[config.mk]
export PLATFORM = sky130hd
export DESIGN_NAME = alu_cmd_sequencer_flat
export DESIGN_NICKNAME = d
export VERILOG_FILES = /design/src/rtl/alu_cmd_sequencer_if.sv /design/src/rtl/alu_cmd_sequencer.sv /design/src/flat_wrapper.sv
export SDC_FILE = /design/constraint.sdc
export NUM_CORES = 1
export LEC_CHECK = 0
export CORE_MARGIN = 3
export CORE_UTILIZATION = 30
export CTS_CLUSTER_SIZE = 40
export DETAILED_ROUTE_END_ITERATION = 10
export PLACE_DENSITY = 0.61
export SETUP_SLACK_MARGIN = 0.05
export SLEW_MARGIN = 20
export SYNTH_ARGS = -nofsm -noshare
export SYNTH_HDL_FRONTEND = slang
export SYNTH_SLANG_ARGS = --single-unit
export TNS_END_PERCENT = 30
[constraint.sdc]
create_clock -name clk -period 2.15 [get_ports clk]
set_input_delay 0.5375 -clock clk [delete_from_list [all_inputs] [get_ports clk]]
set_output_delay 0.5375 -clock clk [all_outputs]
set_load 0.01 [all_outputs]
[src/rtl/alu_cmd_sequencer_if.sv]
// Command, ALU and result signals between alu_cmd_sequencer (master) and its
// environment: command producer, combinational ALU and result consumer (slave).
interface alu_cmd_sequencer_if;
  logic       cmd_valid;
  logic       cmd_ready;
  logic [2:0] cmd_sel;
  logic [3:0] cmd_a;
  logic [3:0] cmd_b;
  logic       cmd_acc;
  logic [3:0] alu_a;
  logic [3:0] alu_b;
  logic [2:0] alu_sel;
  logic [3:0] alu_out;
  logic       alu_carry;
  logic       res_valid;
  logic       res_ready;
  logic [3:0] res_data;
  logic       res_carry;
  logic       res_zero;

  modport master (
    input  cmd_valid, cmd_sel, cmd_a, cmd_b, cmd_acc,
    output cmd_ready,
    output alu_a, alu_b, alu_sel,
    input  alu_out, alu_carry,
    output res_valid, res_data, res_carry, res_zero,
    input  res_ready
  );

  modport slave (
    output cmd_valid, cmd_sel, cmd_a, cmd_b, cmd_acc,
    input  cmd_ready,
    input  alu_a, alu_b, alu_sel,
    output alu_out, alu_carry,
    input  res_valid, res_data, res_carry, res_zero,
    output res_ready
  );
endinterface

[src/rtl/alu_cmd_sequencer.sv]
// Sequential initiator for the 4-bit ALU: command in, registered operands out, result captured one cycle later.
// Optional accumulator operand source enabled by defining ALU_SEQ_ACC_EN.
//
// state | meaning
// IDLE  | waiting for a command, cmd_ready = 1
// EXEC  | operands on the ALU, result captured at end of cycle
// DONE  | result presented; cmd_ready follows res_ready
module alu_cmd_sequencer #(
  parameter int CNT_W = 8
) (
  input  logic             clk,
  input  logic             rst_n,
  alu_cmd_sequencer_if.master bus,
  output logic [CNT_W-1:0] op_count
);

  typedef enum logic [1:0] {IDLE, EXEC, DONE} state_t;

  state_t state;
  logic [3:0] a_src;

`ifdef ALU_SEQ_ACC_EN
  logic [3:0] acc;
  assign a_src = bus.cmd_acc ? acc : bus.cmd_a;
`else
  logic unused_cmd_acc;
  assign unused_cmd_acc = bus.cmd_acc;
  assign a_src = bus.cmd_a;
`endif

  // No path from cmd_valid: readiness depends only on state and res_ready.
  assign bus.cmd_ready = (state == IDLE) || ((state == DONE) && bus.res_ready);
  assign bus.res_zero  = (bus.res_data == 4'd0);

  always_ff @(posedge clk) begin
    if (!rst_n) begin
      state         <= IDLE;
      bus.alu_a     <= '0;
      bus.alu_b     <= '0;
      bus.alu_sel   <= '0;
      bus.res_data  <= '0;
      bus.res_carry <= 1'b0;
      bus.res_valid <= 1'b0;
      op_count      <= '0;
`ifdef ALU_SEQ_ACC_EN
      acc           <= '0;
`endif
    end else begin
      case (state)
        IDLE: begin
          if (bus.cmd_valid) begin
            bus.alu_a   <= a_src;
            bus.alu_b   <= bus.cmd_b;
            bus.alu_sel <= bus.cmd_sel;
            state       <= EXEC;
          end
        end
        EXEC: begin
          bus.res_data  <= bus.alu_out;
          bus.res_carry <= bus.alu_carry;
          bus.res_valid <= 1'b1;
`ifdef ALU_SEQ_ACC_EN
          acc           <= bus.alu_out;
`endif
          state         <= DONE;
        end
        DONE: begin
          if (bus.res_ready) begin
            bus.res_valid <= 1'b0;
            op_count      <= op_count + 1'b1;
            // Back-to-back load sees the accumulator already updated in EXEC.
            if (bus.cmd_valid) begin
              bus.alu_a   <= a_src;
              bus.alu_b   <= bus.cmd_b;
              bus.alu_sel <= bus.cmd_sel;
              state       <= EXEC;
            end else begin
              state <= IDLE;
            end
          end
        end
        default: state <= IDLE;
      endcase
    end
  end

endmodule

[src/flat_wrapper.sv]
// flat-port wrapper written by rule: the top's interface ports become plain ports
module alu_cmd_sequencer_flat 
#(
  parameter int CNT_W = 8
)
  (clk, rst_n, op_count, bus_cmd_valid, bus_cmd_sel, bus_cmd_a, bus_cmd_b, bus_cmd_acc, bus_cmd_ready, bus_alu_a, bus_alu_b, bus_alu_sel, bus_alu_out, bus_alu_carry, bus_res_valid, bus_res_data, bus_res_carry, bus_res_zero, bus_res_ready);
  alu_cmd_sequencer_if bus_i ();
  input  logic clk;
  input  logic rst_n;
  output logic [CNT_W-1:0] op_count;
  input wire logic [$bits(bus_i.cmd_valid)-1:0] bus_cmd_valid;
  input wire logic [$bits(bus_i.cmd_sel)-1:0] bus_cmd_sel;
  input wire logic [$bits(bus_i.cmd_a)-1:0] bus_cmd_a;
  input wire logic [$bits(bus_i.cmd_b)-1:0] bus_cmd_b;
  input wire logic [$bits(bus_i.cmd_acc)-1:0] bus_cmd_acc;
  output wire logic [$bits(bus_i.cmd_ready)-1:0] bus_cmd_ready;
  output wire logic [$bits(bus_i.alu_a)-1:0] bus_alu_a;
  output wire logic [$bits(bus_i.alu_b)-1:0] bus_alu_b;
  output wire logic [$bits(bus_i.alu_sel)-1:0] bus_alu_sel;
  input wire logic [$bits(bus_i.alu_out)-1:0] bus_alu_out;
  input wire logic [$bits(bus_i.alu_carry)-1:0] bus_alu_carry;
  output wire logic [$bits(bus_i.res_valid)-1:0] bus_res_valid;
  output wire logic [$bits(bus_i.res_data)-1:0] bus_res_data;
  output wire logic [$bits(bus_i.res_carry)-1:0] bus_res_carry;
  output wire logic [$bits(bus_i.res_zero)-1:0] bus_res_zero;
  input wire logic [$bits(bus_i.res_ready)-1:0] bus_res_ready;
  assign bus_i.cmd_valid = bus_cmd_valid;
  assign bus_i.cmd_sel = bus_cmd_sel;
  assign bus_i.cmd_a = bus_cmd_a;
  assign bus_i.cmd_b = bus_cmd_b;
  assign bus_i.cmd_acc = bus_cmd_acc;
  assign bus_cmd_ready = bus_i.cmd_ready;
  assign bus_alu_a = bus_i.alu_a;
  assign bus_alu_b = bus_i.alu_b;
  assign bus_alu_sel = bus_i.alu_sel;
  assign bus_i.alu_out = bus_alu_out;
  assign bus_i.alu_carry = bus_alu_carry;
  assign bus_res_valid = bus_i.res_valid;
  assign bus_res_data = bus_i.res_data;
  assign bus_res_carry = bus_i.res_carry;
  assign bus_res_zero = bus_i.res_zero;
  assign bus_i.res_ready = bus_res_ready;
  alu_cmd_sequencer #(.CNT_W(CNT_W)) u_core (.clk(clk), .rst_n(rst_n), .bus(bus_i), .op_count(op_count));
endmodule
Yosys cells after proc, flatten, opt, wreduce, memory -nomap -nowiden --
Index checks and enable logic that the tools add are counted.
Word-level totals: input port bits 21, word-level logic and storage cells 38, register bits after elaboration 27
Operators by class: mux-type cells 15, add/sub/neg operators 1, reductions and logical operators 10, eq/ne operators 4
Operators by type and width (number):
- $mux 4 | 4
- $pmux 4 s2 | 2
- $add 8x1->8 const B | 1
- $reduce_and 2->1 | 4
- $mux 3 | 2
- $pmux 2 s3 | 1
- $pmux 3 s2 | 1
- $logic_not 4->1 | 1
- $mux 2 | 2
- $ne 2x2->1 const B | 2
- $reduce_bool 2->1 | 2
- $eq 2x1->1 const B | 1
- $eq 2x2->1 const B | 1
- $logic_not 2->1 | 1
- $mux 1 | 2
- $pmux 1 s2 | 1
- $logic_and 1x1->1 | 1
- $logic_or 1x1->1 | 1

Longest topological paths before layout --
Gate-level depths: netlist (run 1).
depth in word-level cells 3, gate-level depth with buffers 5, depth with buffers taken out 4

Least setup slack after synthesis (run 1) --
OpenSTA, ideal clock, no wires.
kind input to output, start point input port bus_res_ready, end point output port bus_cmd_ready, setup slack 585 ps, arrival time 1027 ps, stages on the path 3, path through nor2b_1 buf_2 nor2_1
Between the ends: longest elaborated chain between the ends 2
RTL lines:
- start, declared | RTL line flat_wrapper.sv:26 | input wire logic [$bits(bus_i.res_ready)-1:0] bus_res_ready;
- $logic_and 1x1->1 | RTL line alu_cmd_sequencer.sv:32 | assign bus.cmd_ready = (state == IDLE) || ((state == DONE) && bus.res_ready);
- $logic_or 1x1->1 | RTL line alu_cmd_sequencer.sv:32
- end, declared | RTL line flat_wrapper.sv:16 | output wire logic [$bits(bus_i.cmd_ready)-1:0] bus_cmd_ready;
Every way passes these cells.

Final worst setup path (run 1) --
Ends and elaborated chain as after synthesis.

==> reports/metrics.csv, run 1 <==
stage,metric,value,unit
timing,Tcrit/Tclk final,0.9341,
timing,Worst-Margin Slew,0.4022,ns
die,Die Wd,68.15,um
cts,Skew-Pair Late Insertion Delay,0.27,ns
yosys,Syn Area/Cell,9.420,sq um
pwr,Tot Pwr,1.002,mW
detailed_routing,total detailed-routing wirelength,3159,um
cts,Post-CTS Setup Bufs,0,
critical_path,CP Max Fanout,2,
critical_path,Setup Crit Path Kind,input pin to primary output,
placement,port bufs,46,
placement,GPL Wtd Cong,0.7105,
pwr,Cell Pwr Density,575.2,nW/um^2
detailed_routing,post-route ant nets,0,
cells_and_area,Antenna Diode Count,0,
cts,CTS tree,yes,
cells_and_area,Fill cells,350,
cells_and_area,Layout area overhead,50.32,%
yosys,Syn Inst Count,123,
global_routing,initial antenna violation count,0,
cts,Num CTS Buffers,3,
timing,Worst Skew,0.005184,ns
placement,placed insts,214,
cts,Worst-path clk slew,0.09,ns
timing,RSZ-0062 raised after global routing,no,
die,# rows,21,
timing,Max Transition Viols Final,0,
yosys,flop and latch count out of synthesis,27,
detailed_routing,vias,1105,
timing,endpoints failing hold,0,
die,IO Pins,48,
yosys,leading area contributor after synthesis,dfxtp_1,
global_routing,grt total ovfl,0,
die,Chip Height,68.15,um
cells_and_area,final net count,195,
yosys,yosys warns,0,
die,Die ar.,4644,sq um
yosys,"Distinct cells, synth",24,
cts,htree depth,1,
die,Initial Util,0.3291,
timing,setup TNS,0,ns
global_routing,largest net degree at the start of global routing,28,
timing,fmax,0.4979,GHz
detailed_routing,Residual DRC,0,
pwr,VDD IR max,0.2390,mV
yosys,sequential fraction of the synthesis area,0.4665,
yosys,Synthesized Nets,145,
global_routing,first-pass GRT wire length,4933,um
yosys,Post-Syn Area,1159,sq um
cts,clock buffer depth,2,
critical_path,Worst Path Required,1.61,ns
cells_and_area,Finished Layout Cells,218,
die,Core Box Area,3521,sq um
detailed_routing,DR vias/cell,5.069,
timing,Slew Limit Headroom,0.7316,
detailed_routing,TritonRoute pass-1 iters,4,
pwr,P_leak,0.6449,nW
detailed_routing,WL per Instance,14.49,um
critical_path,Setup crit end kind,primary output,
cts,clk root buf,clkbuf_8,
yosys,"top cells by area, synth","dfxtp_1 (47%), nand4b_1 (9.1%), o31ai_1 (8.4%), a21oi_1 (6.5%), mux2i_1 (6.0%)",
status,status,"finished, final reports clean",
run,Max Cap Viol,0,
cells_and_area,share of cells above drive strength 1,0.08140,
cts,clk sinks,27,
global_routing,gr usage total,0.1387,
detailed_routing,DRT iter0 DRCs,80,
timing,final setup fails,0,
critical_path,CP arrival,1.47,ns
yosys,post-synth top area share,0.4665,
critical_path,crit start category,input pin,
worst_hold_path,Hold WC Path Type,register to register,
global_routing,number of global-route vias before repair,1079,
placement,post-DP HPWL,2278,um
timing,Tmin final,2.008,ns
[stage by stage]
stage               hold WS [ns]  instance area [sq um]  setup slack [ns]    util
floorplan                 0.4863                   1159            0.5852       -
detailed placement        0.4702                   1697           -0.1497  0.4819
finish                    0.4781                   1742            0.1417  0.4947
CTS                       0.4833                   1742            0.1267  0.4947
global route              0.4967                   1742           0.05507  0.4947
global placement          0.4552                   1697           -0.1436  0.4819
[metal layers]
layer,track usage,vias to the layer above,share of wire
met5,0,-,0
li1,-,551,-
met4,0.04467,0,0.011
met3,0.04926,5,0.10
met2,0.2298,48,0.44
met1,0.1663,501,0.45
[registers in the layout (all words and copies together), names as in the netlist]
register              count
u_core.op_count           8
u_core.bus.alu_a          4
u_core.bus.alu_b          4
u_core.bus.res_data       4
u_core.bus.alu_sel        3
u_core.state              2
u_core.bus.res_carry      1
u_core.bus.res_valid      1
[Yosys cell counts (all sizes together)]
cell,n
a21oi,15
or4,2
o31ai,13
xnor2,1
o21ai,3
buf,3
nand2,3
xor2,1
nand4b,12
nand2b,2
nand4,1
nand3b,1
dfxtp,27
nor4,3
mux2i,7
nand3,1
nor2,11
or3,2
ha,1
o21a,1
nor2b,2
clkbuf,7
inv,4
[final cells by class]
cell class / count / area [sq um] / share of cell area
well taps: 46 / 57.56 / 0.03305
clock buffers: 3 / 41.29 / 0.02371
flip-flops and latches: 27 / 540.5 / 0.3103
inverters: 4 / 15.01 / 0.008621
clock inverters: 1 / 5.005 / 0.002874
multi-input cells: 82 / 555.5 / 0.3190
repair buffers: 55 / 526.8 / 0.3024
[power breakdown]
group,switching [mW],total (mW),internal [mW]
Sequential,0.0139,0.535,0.522
Clock,0.158,0.287,0.130
Combinational,0.0748,0.179,0.104
Total,0.246,1.00,0.756
[worst paths after layout]
path / from / end / slack, ns / depth (start not counted)
worst max-delay path: bus_res_ready / bus_cmd_ready / 0.14 / 4
worst min-delay path: u_core.bus.alu_b[2] / u_core.bus.alu_b[2] / 0.48 / 2
worst max register to register: u_core.state[0] / u_core.op_count[5] / 0.67 / 4
worst min register to register: u_core.bus.alu_b[2] / u_core.bus.alu_b[2] / 0.48 / 2
[timing repair]
item                                    4_1_cts  5_1_grt
endpoints found under the setup margin        1        0
gates resized for setup                       1        0
hold buffers                                  0        0
[worst max-delay path, stage by stage]
cell,delay (ns)
clkdlybuf4s50_1,0.42
nor2b_1,0.16
nor2_1,0.07
dlygate4sd2_1,0.28
[cells in the final DEF (no fill, tap or decap), types with 2 or more instances in the layout]
master	count
a21oi_1	15
buf_4	9
clkbuf_8	3
clkdlybuf4s50_1	45
dfxtp_1	27
inv_1	4
mux2i_1	7
nand2_1	3
nand2b_1	2
nand4b_1	12
nor2_1	11
nor2b_1	2
nor4_1	3
o21ai_0	3
o31ai_1	13
or3_1	2
or4_1	2
[cells by family (layout without fill, tap and decap cells)]
family	Yosys count	in the layout	synth area share
muxes	7	7	0.06048
xor gates and xnor gates	2	2	0.01512
and+or+nand+nor	40	40	0.2246
DFF	27	27	0.4665
buffers and inverters	14	63	0.05400
AOI/OAI and AO/OA	32	32	0.1685
adders and majority gates	1	1	0.01080
(Power assumes the default switching activity.)
==> run 2: changes to the inputs <==
GPL_ROUTABILITY_DRIVEN = 0   (was unset)
GPL_TIMING_DRIVEN = 0   (was unset)
==> run 2 against run 1 <==
  * Sequential share of layout area up 0.072 points
  * Critical path depth up 1
  * Register-to-register slack better by 0.08 ns
  * Clock power about the same
  * Cell count up 0.92%
  * Die area unchanged
  * Sequential power about the same
==> reports/metrics.csv, run 2 (same netlist as run 1, synthesis figures left out) <==
stage,metric,value,unit,change
status,status,"finished, final reports clean",,unchanged
timing,final setup margin,0.1814,ns,was 0.1417 ns
cts,Skew-Pair Late Insertion Delay,0.27,ns,about the same
critical_path,reg2reg start,u_core.state[0],,unchanged
cts,CTS tree,yes,,unchanged
pwr,P_leak,0.6363,nW,was 0.6449 nW
timing,RSZ-0062 raised after global routing,no,,unchanged
global_routing,initial antenna violation count,0,,unchanged
critical_path,Worst Path Required,1.61,ns,about the same
worst_hold_path,Hold Path Stages,2,,unchanged
critical_path,R2R cell count,4,,unchanged
cells_and_area,"commonest cells after routing, fill and taps aside","clkdlybuf4s50_1 (43), dfxtp_1 (26), a21oi_1 (15), o31ai_1 (13), nand4b_1 (12)",,"was clkdlybuf4s50_1 (45), dfxtp_1 (27), a21oi_1 (15), o31ai_1 (13), nand4b_1 (12)"
cts,htree depth,1,,unchanged
cts,clock buffer depth,2,,unchanged
detailed_routing,vias,1116,,was 1105
detailed_routing,WL per Instance,14.15,um,was 14.49 um
global_routing,gr usage total,0.1378,,was 0.1387
critical_path,R2R Setup Slk,0.75,ns,was 0.67 ns
critical_path,Setup Crit Path Kind,input pin to primary output,,unchanged
timing,Worst Skew,0.001737,ns,was 0.005184 ns
critical_path,crit start category,input pin,,unchanged
critical_path,CP Max Fanout,10,,was 2
cells_and_area,Fill cells,359,,was 350
timing,Tcrit/Tclk final,0.9156,,was 0.9341
cts,Worst-path clk slew,0.09,ns,about the same
global_routing,number of global-route vias before repair,1068,,was 1079
cts,Num CTS Buffers,3,,unchanged
global_routing,largest net degree at the start of global routing,15,,was 28
critical_path,Setup crit end kind,primary output,,unchanged
critical_path,"slowest stage delay, CP",0.29,ns,was 0.42 ns
detailed_routing,Residual DRC,0,,unchanged
cts,"Hold-fix buffers, CTS",0,,unchanged
run,Max Cap Viol,0,,unchanged
detailed_routing,total detailed-routing wirelength,3112,um,was 3159 um
die,Die Wd,68.15,um,unchanged
placement,placed insts,215,,was 214
timing,Slew Limit Headroom,0.6623,,was 0.7316
global_routing,first-pass GRT wire length,5002,um,was 4933 um
placement,port bufs,46,,unchanged
detailed_routing,DR vias/cell,5.073,,was 5.069
timing,final setup fails,0,,unchanged
timing,Tmin final,1.969,ns,was 2.008 ns
die,Die ar.,4644,sq um,unchanged
pwr,VDD IR max,0.3241,mV,was 0.2390 mV
critical_path,worst reg2reg path endpoint,u_core.op_count[5],,unchanged
cells_and_area,"most common cell after layout, fill and taps aside",clkdlybuf4s50_1,,unchanged
critical_path,CP arrival,1.43,ns,was 1.47 ns
die,Initial Util,0.3291,,unchanged
die,IO Pins,48,,unchanged
detailed_routing,TritonRoute pass-1 iters,4,,unchanged
cells_and_area,Finished Layout Cells,220,,was 218
timing,Worst-Margin Slew,0.5066,ns,was 0.4022 ns
timing,Max Transition Viols Final,0,,unchanged
critical_path,CP Cell Sequence,clkdlybuf4s15_2 > nor2b_2 > buf_6 > nor2_1 > dlygate4sd2_1,,was clkdlybuf4s50_1 > nor2b_1 > nor2_1 > dlygate4sd2_1
worst_hold_path,Hold WC Path Type,register to register,,unchanged
cts,clk sinks,27,,unchanged
die,# rows,21,,unchanged
timing,endpoints failing hold,0,,unchanged
timing,fmax,0.5080,GHz,was 0.4979 GHz
cts,clk root buf,clkbuf_8,,unchanged
detailed_routing,post-route ant nets,0,,unchanged
die,Chip Height,68.15,um,unchanged
worst_hold_path,hold endpoint,u_core.op_count[7],,was u_core.bus.alu_b[2]
cells_and_area,Antenna Diode Count,0,,unchanged
worst_hold_path,hold path startpoint,u_core.op_count[7],,was u_core.bus.alu_b[2]
global_routing,grt total ovfl,0,,unchanged
cells_and_area,Layout area overhead,50.32,%,unchanged
cells_and_area,max reg flops,8,,unchanged
detailed_routing,DRT iter0 DRCs,87,,was 80
cells_and_area,final net count,197,,was 195
die,Core Box Area,3521,sq um,unchanged
placement,post-DP HPWL,2312,um,was 2278 um
pwr,Cell Pwr Density,573.6,nW/um^2,was 575.2 nW/um^2
placement,"worst slack, placed",-0.5837,ns,was -0.1497 ns
cells_and_area,share of cells above drive strength 1,0.06322,,was 0.08140
cells_and_area,"Most flops, register",u_core.op_count,,unchanged
critical_path,slowest CP cell,dlygate4sd2_1,,was clkdlybuf4s50_1
==> run 2: changes by cell type in the layout (fill, tap and decap cells not counted), moves of 2 or more <==
cell	change
buf_4	-8
clkbuf_1	+8
buf_6	+2
clkdlybuf4s50_1	-2
==> run 2: worst max path at each step <==
stage / to / depth (start not counted) / from / slack [ns]
3_5_place_dp: bus_cmd_ready / 5 / bus_res_ready / -0.58
6_report: bus_cmd_ready / 5 / bus_res_ready / 0.18
3_3_place_gp: bus_cmd_ready / 5 / bus_res_ready / -0.54
2_1_floorplan: bus_cmd_ready / 3 / bus_res_ready / 0.59
5_1_grt: bus_cmd_ready / 4 / u_core.state[0] / 0.12
4_1_cts: bus_res_zero / 2 / u_core.bus.res_data[3] / 0.09
==> run 2: per-stage QoR <==
stage | cell area (sq um) | power [mW] | util | setup TNS, ns | hold WS, ns
6_report | 1742 | 0.9990 | 0.4947 | 0 | 0.4779
5_1_grt | 1742 | 1.051 | 0.4947 | 0 | 0.5023
4_1_cts | 1739 | 1.017 | 0.4940 | 0 | 0.4773
3_5_place_dp | 1677 | 0.7250 | 0.4762 | -0.5837 | 0.4612
3_3_place_gp | 1677 | 0.7228 | 0.4762 | -0.5398 | 0.4555
2_1_floorplan | 1159 | 0.6235 | - | 0 | 0.4863
==> run 2: timing repair <==
action                     4_1_cts  5_1_grt
setup buffers                    1        0
setup endpoints to repair        1        1
hold endpoints to repair         0        0
gates resized for setup          8        1
gates cloned                     0        0
pin swaps                        0        0
==> run 2: metal layers <==
metal	track usage	vias to the layer above	share of wire
met5	0	-	0
met4	0.03722	0	0.0087
met3	0.04433	3	0.10
met2	0.2154	50	0.43
met1	0.1818	504	0.46
li1	-	559	-
==> run 2: cell type report <==
cell class              instances  area [sq um]  area share
clock buffers                   4         45.04     0.02586
inverters                       4         15.01    0.008621
multi-input cells              82         558.0      0.3204
flip-flops and latches         27         541.8      0.3111
well taps                      46         57.56     0.03305
repair buffers                 47         470.5      0.2701
plain buffers                  10         53.80     0.03089
==> run 2: where the power goes <==
group | internal, mW | leakage, nW | switching [mW]
registers | 0.522 | 0.221 | 0.0133
logic | 0.102 | 0.393 | 0.0760
clock network | 0.133 | 0.0228 | 0.153
total | 0.756 | 0.636 | 0.243
==> run 2: worst max-delay path: cells and delay by family <==
family / cells / cell delay (ns)
buffers and inverters: 3 / 0.68
and+or+nand+nor: 2 / 0.22
==> run 3: changes to the inputs <==
CORE_UTILIZATION = 45   (was 30)
MAX_ROUTING_LAYER = met4   (was unset)
PLACE_DENSITY = 0.85   (was 0.61)
SETUP_SLACK_MARGIN = 0.2   (was 0.05)
==> run 3 against run 2 <==
  * Fmax is 1.2% higher
  * Global-route usage is 6.2 points higher
  * Register-to-register slack worse by 0.03 ns
  * First-iteration DRC count is 51% lower
  * Clock power is 22% lower
  * Largest cell class unchanged
==> reports/metrics.csv, run 3 (same netlist as run 1, synthesis figures left out) <==
stage,metric,value,unit,change
status,status,"finished, final reports clean",,unchanged
detailed_routing,DRT iter0 DRCs,43,,was 87
detailed_routing,post-route ant nets,0,,unchanged
placement,port bufs,46,,unchanged
timing,Max Transition Viols Final,0,,unchanged
worst_hold_path,Hold Path Stages,2,,unchanged
cells_and_area,"commonest cells after routing, fill and taps aside","clkdlybuf4s50_1 (43), dfxtp_1 (26), a21oi_1 (15), o31ai_1 (13), nand4b_1 (12)",,unchanged
timing,endpoints failing hold,0,,unchanged
critical_path,crit start category,register,,was input pin
cts,clk sinks,27,,unchanged
cts,Worst-path clk slew,0.14,ns,was 0.09 ns
cts,clock buffer depth,2,,unchanged
die,IO Pins,48,,unchanged
timing,Tmin final,1.945,ns,was 1.969 ns
cells_and_area,Antenna Diode Count,0,,unchanged
timing,Worst-Margin Slew,0.4483,ns,was 0.5066 ns
critical_path,Worst Path Required,1.61,ns,about the same
timing,Slew Limit Headroom,0.7012,,was 0.6623
worst_hold_path,Hold WC Path Type,register to register,,unchanged
critical_path,R2R cell count,4,,unchanged
die,Core Box Area,2318,sq um,was 3521 sq um
cells_and_area,final net count,196,,was 197
cells_and_area,final instance area,1698,sq um,was 1742 sq um
critical_path,Setup crit end kind,primary output,,unchanged
global_routing,number of global-route vias before repair,1091,,was 1068
placement,post-DP HPWL,2245,um,was 2312 um
die,# rows,17,,was 21
global_routing,grt total ovfl,0,,unchanged
die,Initial Util,0.4997,,was 0.3291
cells_and_area,Fill cells,187,,was 359
detailed_routing,Residual DRC,0,,unchanged
cts,"Hold-fix buffers, CTS",0,,unchanged
global_routing,gr usage total,0.1995,,was 0.1378
detailed_routing,WL per Instance,14.82,um,was 14.15 um
detailed_routing,vias,1122,,was 1116
timing,Tcrit/Tclk final,0.9046,,was 0.9156
timing,Worst Skew,0.003440,ns,was 0.001737 ns
detailed_routing,TritonRoute pass-1 iters,4,,unchanged
timing,Hold Slack,0.4846,ns,was 0.4779 ns
cells_and_area,share of cells above drive strength 1,0.06358,,was 0.06322
global_routing,initial antenna violation count,0,,unchanged
timing,final setup fails,0,,unchanged
critical_path,CP Max Fanout,10,,unchanged
pwr,Cell Pwr Density,551.0,nW/um^2,was 573.6 nW/um^2
die,Die ar.,3219,sq um,was 4644 sq um
detailed_routing,DR vias/cell,5.582,,was 5.073
cts,clk root buf,clkbuf_4,,was clkbuf_8
die,Die Wd,56.74,um,was 68.15 um
run,Max Cap Viol,0,,unchanged
critical_path,R2R Setup Slk,0.72,ns,was 0.75 ns
cts,htree depth,1,,unchanged
critical_path,Setup Crit Path Kind,register to primary output,,was input pin to primary output
die,Chip Height,56.74,um,was 68.15 um
cells_and_area,Finished Layout Cells,201,,was 220
global_routing,first-pass GRT wire length,5009,um,was 5002 um
cells_and_area,"most common cell after layout, fill and taps aside",clkdlybuf4s50_1,,unchanged
critical_path,"slowest stage delay, CP",0.41,ns,was 0.29 ns
detailed_routing,total detailed-routing wirelength,2979,um,was 3112 um
global_routing,largest net degree at the start of global routing,20,,was 15
placement,placed insts,197,,was 215
placement,placed cell area,1654,sq um,was 1677 sq um
cells_and_area,"Most flops, register",u_core.op_count,,unchanged
cells_and_area,max reg flops,8,,unchanged
cts,CTS tree,yes,,unchanged
critical_path,slowest CP cell,dfxtp_2,,was dlygate4sd2_1
critical_path,CP Cell Sequence,nor2b_4 > buf_4 > nor2_1 > dlygate4sd2_1,,was clkdlybuf4s15_2 > nor2b_2 > buf_6 > nor2_1 > dlygate4sd2_1
cts,Num CTS Buffers,3,,unchanged
timing,fmax,0.5141,GHz,was 0.5080 GHz
critical_path,CP arrival,1.41,ns,was 1.43 ns
pwr,VDD IR max,0.3984,mV,was 0.3241 mV
placement,"worst slack, placed",-0.5690,ns,was -0.5837 ns
pwr,Tot Pwr,935.6,uW,was 999.0 uW
timing,RSZ-0062 raised after global routing,yes,,was no
cells_and_area,Layout area overhead,46.54,%,was 50.32%
cts,Skew-Pair Late Insertion Delay,0.33,ns,was 0.27 ns
timing,final setup margin,0.2050,ns,was 0.1814 ns
pwr,P_leak,0.6275,nW,was 0.6363 nW
==> run 3: cell types whose count changed in the layout (fill, tap and decap cells not counted), sizes merged <==
cell,before,now
clkbuf,11,10
==> run 3: what timing repair did <==
item | in CTS | in global routing
buffers inserted | 1 | 0
hold endpoints to repair | 0 | 0
setup endpoints to repair | 2 | 2
resized for setup | 8 | 1
==> run 3: metal layers <==
layer | GRT usage | vias to the layer above | share of wire | routed length (um)
met2 | 0.3300 | 33 | 0.49 | 1466
met1 | 0.2416 | 528 | 0.44 | 1308
met5 | - | - | 0 | 0
met3 | 0.03678 | 5 | 0.054 | 161
met4 | 0.07285 | 0 | 0.015 | 44
li1 | - | 556 | - | -
==> run 3: cell type report <==
cell class / instances / area (sq um) / share of cell area
timing repair buffer: 47 / 470.5 / 0.2771
multi-input combinational: 82 / 563.0 / 0.3316
clock buffer: 4 / 26.28 / 0.01548
inverter: 4 / 15.01 / 0.008843
buffer: 9 / 46.29 / 0.02727
sequential: 27 / 541.8 / 0.3191
tap: 28 / 35.03 / 0.02063
==> run 3: power by group <==
| group | leakage, nW | switching, mW | total (mW) | internal [mW] |
|---|---|---|---|---|
| registers | 0.221 | 0.0134 | 0.536 | 0.522 |
| logic | 0.392 | 0.0756 | 0.177 | 0.102 |
| clock network | 0.0150 | 0.150 | 0.222 | 0.0729 |
| total | 0.627 | 0.239 | 0.936 | 0.697 |
==> run 3: worst paths after layout <==
check,from,to
worst max-delay path,u_core.state[1],bus_cmd_ready
worst max register to register,u_core.state[0],u_core.op_count[5]
worst min register to register,u_core.bus.alu_b[3],u_core.bus.alu_b[3]
worst min-delay path,u_core.bus.alu_b[3],u_core.bus.alu_b[3]
==> run 3: critical path: cells and delay by family (launching register included) <==
family / cells / cell delay (ns)
buffers and inverters: 2 / 0.45
flip-flops: 1 / 0.41
AND/OR/NAND/NOR: 2 / 0.22
==> run 3: metrics by stage <==
stage	utilization	TNS [ns]
after floorplan	-	0
final	0.7323	0
after global routing	0.7323	0
after global placement	0.7134	-0.5226
after CTS	0.7312	0
after detailed placement	0.7134	-0.5690
